==> config.mk <==
export PLATFORM = sky130hd
export DESIGN_NAME = dmac_xfer_counter
export DESIGN_NICKNAME = d
export VERILOG_FILES = /design/src/rtl/dmac_xfer_counter.sv
export SDC_FILE = /design/constraint.sdc
export NUM_CORES = 1
export LEC_CHECK = 0
export BUFFER_PORTS_ARGS = -buffer_cell sky130_fd_sc_hd__buf_2
export CAP_MARGIN = 10
export CORE_MARGIN = 5
export CORE_UTILIZATION = 30
export CTS_BUF_LIST = sky130_fd_sc_hd__clkbuf_16
export DETAILED_ROUTE_END_ITERATION = 10
export PLACE_DENSITY = 0.61
export SLEW_MARGIN = 20
export SYNTH_ARGS = -nofsm -noshare
export SYNTH_HDL_FRONTEND = slang
export SYNTH_SLANG_ARGS = --single-unit
==> constraint.sdc <==
create_clock -name clk -period 5.1 [get_ports clk]
set_input_delay 1.02 -clock clk [delete_from_list [all_inputs] [get_ports clk]]
set_output_delay 1.02 -clock clk [all_outputs]
set_load 0.01 [all_outputs]
==> src/rtl/dmac_xfer_counter.sv <==
// Per-channel DMA transfer counter: remaining beats, active burst length, beat count
// and read/write phase, producing the bsz/tslb/tsz status flags for the channel controller.
module dmac_xfer_counter #(
   parameter int TS_W = 16,
   parameter int BL_W = 5
) (
   input  logic            clk,
   input  logic            rst,
   input  logic [TS_W-1:0] cfg_transfer_size,
   input  logic [BL_W-1:0] cfg_burst_len,
   input  logic            t_sel,
   input  logic            ts_en,
   input  logic            burst_en,
   input  logic            b_sel,
   input  logic            count_en,
   output logic            bsz,
   output logic            tslb,
   output logic            tsz,
   output logic            phase_wr,
   output logic            xfer_done,
   output logic [TS_W-1:0] remaining,
   output logic [BL_W-1:0] beat_cnt
);

   // state | meaning
   // RD    | read burst in progress (phase_wr=0)
   // WR    | write burst in progress (phase_wr=1)
   typedef enum logic {RD = 1'b0, WR = 1'b1} phase_t;

   localparam logic [BL_W-1:0] BL_ONE = BL_W'(1);
   localparam logic [BL_W-1:0] BL_MAX = '1;

   phase_t          phase_q, phase_d;
   logic [TS_W-1:0] remaining_q, remaining_d;
   logic [BL_W-1:0] burst_len_q, burst_len_d;
   logic [BL_W-1:0] beat_cnt_q, beat_cnt_d;
   logic            xfer_done_q, xfer_done_d;
   logic [BL_W-1:0] eff_bl;
   logic [BL_W-1:0] tail_bl;
   logic [TS_W-1:0] bl_ext;

   assign eff_bl = (cfg_burst_len == '0) ? BL_ONE : cfg_burst_len;
   assign bl_ext = TS_W'(burst_len_q);

   // Tail burst is clamped to the largest encodable burst; an empty remainder still gets one beat.
   always_comb begin
      tail_bl = BL_ONE;
      if (remaining_q > TS_W'(BL_MAX))
         tail_bl = BL_MAX;
      else if (remaining_q != '0)
         tail_bl = remaining_q[BL_W-1:0];
   end

   assign bsz       = (beat_cnt_q == burst_len_q);
   assign tsz       = (remaining_q == '0);
   assign tslb      = !tsz && (remaining_q < TS_W'(eff_bl));
   assign phase_wr  = (phase_q == WR);
   assign xfer_done = xfer_done_q;
   assign remaining = remaining_q;
   assign beat_cnt  = beat_cnt_q;

   always_comb begin
      remaining_d = remaining_q;
      if (ts_en && t_sel)
         remaining_d = cfg_transfer_size;
      else if (ts_en)
         remaining_d = (remaining_q > bl_ext) ? (remaining_q - bl_ext) : '0;
   end

   always_comb begin
      burst_len_d = burst_len_q;
      if (burst_en)
         burst_len_d = b_sel ? tail_bl : eff_bl;
   end

   // The beat that closes one burst is also the first beat of the next, hence reload to 1.
   always_comb begin
      beat_cnt_d = beat_cnt_q;
      if (count_en)
         beat_cnt_d = bsz ? BL_ONE : (beat_cnt_q + BL_ONE);
      else if (burst_en)
         beat_cnt_d = '0;
      if (burst_en && (beat_cnt_d > burst_len_d))
         beat_cnt_d = '0;
   end

   always_comb begin
      phase_d = phase_q;
      if (ts_en && t_sel)
         phase_d = RD;
      else if (count_en && bsz)
         phase_d = (phase_q == RD) ? WR : RD;
   end

   assign xfer_done_d = (phase_q == WR) && bsz && tsz && !count_en;

   always_ff @(posedge clk or posedge rst) begin
      if (rst) begin
         phase_q     <= RD;
         remaining_q <= '0;
         burst_len_q <= BL_ONE;
         beat_cnt_q  <= '0;
         xfer_done_q <= 1'b0;
      end else begin
         phase_q     <= phase_d;
         remaining_q <= remaining_d;
         burst_len_q <= burst_len_d;
         beat_cnt_q  <= beat_cnt_d;
         xfer_done_q <= xfer_done_d;
      end
   end

endmodule

==> run metrics <==
status finished clean; routed length per placed instance around 16 um; Critical Path RT a little over 4000 ps; main combinational cell family by area after synthesis compound AO/OA/AOI/OAI gates; async set-reset flop share out of synthesis 1.000; TritonCTS clock tree done; most frequent cells in the layout buf_2, dfrtp_1, inv_1, nor2_1, o21ai_0; Routed Antenna Nets 0; setup TNS 0 ps; Die ar. around 0.0092 mm^2; CTS root buf clkbuf_16; most common cell after layout, fill and taps aside buf_2; Tmin final between 3000 and 4000 ps; sequential power share 0.349; Hold Fails Final Rpt 0; # IOs between 50 and 60; Filler cells 771; actual slew at the worst max-slew pin about 600 ps; FF-to-FF setup slack approximately 2200 ps; CP Max Fanout 2; GRT Total Usage 0.1450; largest net degree at the start of global routing 29; average cell area after synthesis between 8 and 9 um^2; Int Pwr 652.0 uW; antenna violations before repair 0; worst reg2reg endpoint remaining[8]; nets about 340; crit path launch type input port; leakage approximately 1.2 nW; Post-CTS Hold Fix Bufs 0; share of cells above drive strength 1 0.2483; total global routing overflow 0; Post-synth EDFFs 0; worst path bufs/invs 2; cell count of the worst reg-to-reg path 8; maximum vdd drop about 0.12 mV; Post-CTS Setup Bufs 0; syn nets slightly below 300; CTS sink cnt 28; Placed Instances slightly below 400; Layout area overhead 18.92%; GPL Wtd Cong 0.8383; Post-Synth XOR/XNOR Area 0.02767; critical path arrival between 2000 and 2500 ps; ys flop type dfrtp_1; Levels on crit path 7; count of final setup violators 0; RSZ-0062 raised after global routing false; Slew HR 0.5958; sequential fraction of the synthesis area 0.3168; CP Cell Sequence buf_2 > nor4_1 > nor2_1 > o21a_1 > nor3_1 > o311a_1 > buf_2; average vias per placed instance between 5 and 6; sw frac 0.4320; Core Region just over 0.007 mm^2; Post-route DRC 0; Initial Util 0.3071; cts repair resizes 0; Post-DP HPWL between 4000 and 5000 um; ant diodes 0; Slew Limit Fails 0; Finished Layout Cells approximately 400; Die W 95.95 um; min-delay worst type reg -> reg; Skew-Pair Late Insertion Delay approximately 270 ps; Yosys top cell by area dfrtp_1; worst hold stages 2; die height roughly 96 um; Hold Path End phase_wr; cells after synthesis roughly 250; Max-Cap Viols 0; clock-pin slew on the worst setup and hold paths roughly 70 ps; mapped cell area between 0.002 and 0.0025 mm^2; hold_sp phase_wr; WL final 6222 um; Ys Warns 0; DRT Pass-1 Iters 4; Inserted Clock Buffers 3; Compound-Gate Fraction of Synth Area 0.2654; clk_skew a little under 6 ps; Clk pwr share 0.163; Top cell by count, worst path buf_2; synth top area cells dfrtp_1, ha_1, o21ai_0; crit path from cfg_burst_len[4]; Worst Setup Path Type in -> out; post-synth top area share 0.3049; mux contribution to synthesized area 0.03840; total vias in the final route between 2,000 and 2,500; Power Dens Cells approximately 440 mW/mm^2; post-synthesis cell type count 63; first-pass GRT wire length roughly 11,000 um; row cnt 31; FF-to-FF Start burst_len_q[0]; Buffers on Ports 53; adder-cell share of the synthesized area 0.09373; Post-Synth Simple-Gate Area 0.2021; Max Clock Freq roughly 310 MHz; critical path's slowest cell nor4_1; combinational power share 0.488; Initial DRC Count ~110; #FFs+latches synth 28; Crit path max-delay family simple AND/OR/NAND/NOR gates; CP endpoint kind output pin; Net Switching about 500 uW; Max Root-Sink Buffers 2; number of global-route vias before repair approximately 2,100; crit share post-route 0.6264; H-Tree Level Count 1; Max stage delay on crit path between 300 and 400 ps
==> power by group through the flow <==
stage	logic [mW]	clock network (mW)	registers (mW)
global placement	0.552	0	0.403
finish	0.560	0.187	0.401
global route	0.634	0.200	0.417
floorplan	0.372	0	0.408
CTS	0.563	0.192	0.402
detailed placement	0.559	0	0.406
==> worst register-to-register path: stages, from the launching register on <==
cell	delay, ps
dfstp_2	570
ha_1	170
inv_1	50
fa_1	400
and3_2	210
or3_4	390
a22oi_1	500
o21ai_0	200
a221o_1	310
==> area by class of cell <==
| class | count | area [um^2] | area share |
|---|---|---|---|
| clock inverter | 1 | 3.754 | 0.001424 |
| sequential | 28 | 701.9 | 0.2664 |
| timing repair buffer | 54 | 272.8 | 0.1035 |
| clock buffer | 3 | 75.07 | 0.02849 |
| inverter | 18 | 67.56 | 0.02564 |
| multi-input combinational | 194 | 1390 | 0.5275 |
| tap | 99 | 123.9 | 0.04701 |
==> state kept, by name (all words and copies together), names as in the netlist <==
signal and cells:
phase_wr 1, burst_len_q 5, remaining 16, beat_cnt 5, xfer_done 1
==> metal layers <==
layer  global-route usage  up-vias  share of wire
met4              0.03555        0          0.010
met1               0.2011     1006           0.48
li1                     -     1049              -
met2               0.2334       50           0.46
met5                    0        -              0
met3              0.02580        5          0.046
==> Yosys cell counts, drive strengths merged (2+ instances only) <==
| cell type | instances |
|---|---|
| a211oi | 2 |
| a21o | 3 |
| a21oi | 13 |
| a221o | 5 |
| a22o | 2 |
| a22oi | 5 |
| a2bb2oi | 3 |
| a311oi | 4 |
| a31oi | 7 |
| and3 | 4 |
| and4 | 2 |
| clkbuf | 6 |
| dfrtp | 27 |
| ha | 15 |
| inv | 18 |
| mux2 | 4 |
| mux2i | 4 |
| nand2 | 16 |
| nand3 | 3 |
| nand4 | 3 |
| nor2 | 18 |
| nor2b | 4 |
| nor3 | 11 |
| nor4 | 4 |
| o211ai | 3 |
| o21a | 5 |
| o21ai | 17 |
| o311ai | 2 |
| or3 | 7 |
| xor2 | 6 |
==> worst max-delay path by stage <==
stage,to,slack (ps)
after floorplan,tslb,2170
after global placement,tslb,1880
after detailed placement,tslb,1890
after CTS,tslb,1890
after global routing,tslb,1780
final,tslb,1910
==> per-stage QoR <==
| stage | power [mW] | hold slack, ps | utilization | worst slack (ps) | cell area, um^2 |
|---|---|---|---|---|---|
| finish | 1.148 | 557.1 | 0.3652 | 1905 | 2635 |
| global route | 1.251 | 601.1 | 0.3652 | 1784 | 2635 |
| CTS | 1.156 | 567.2 | 0.3652 | 1885 | 2635 |
| detailed placement | 0.9655 | 547.4 | 0.3543 | 1889 | 2556 |
| global placement | 0.9551 | 539.9 | 0.3543 | 1882 | 2556 |
| floorplan | 0.7801 | 544.2 | - | 2173 | 2216 |
==> kinds of logic (layout without fill, tap and decap cells) <==
group           after synthesis  after routing
compound gates               82             82
simple gates                 81             81
flops                        28             28
buf+inv                      26             76
fa+ha+maj                    16             16
mux                           8              8
xor+xnor                      7              7
Note: power is estimated with default switching activity, not from simulation.
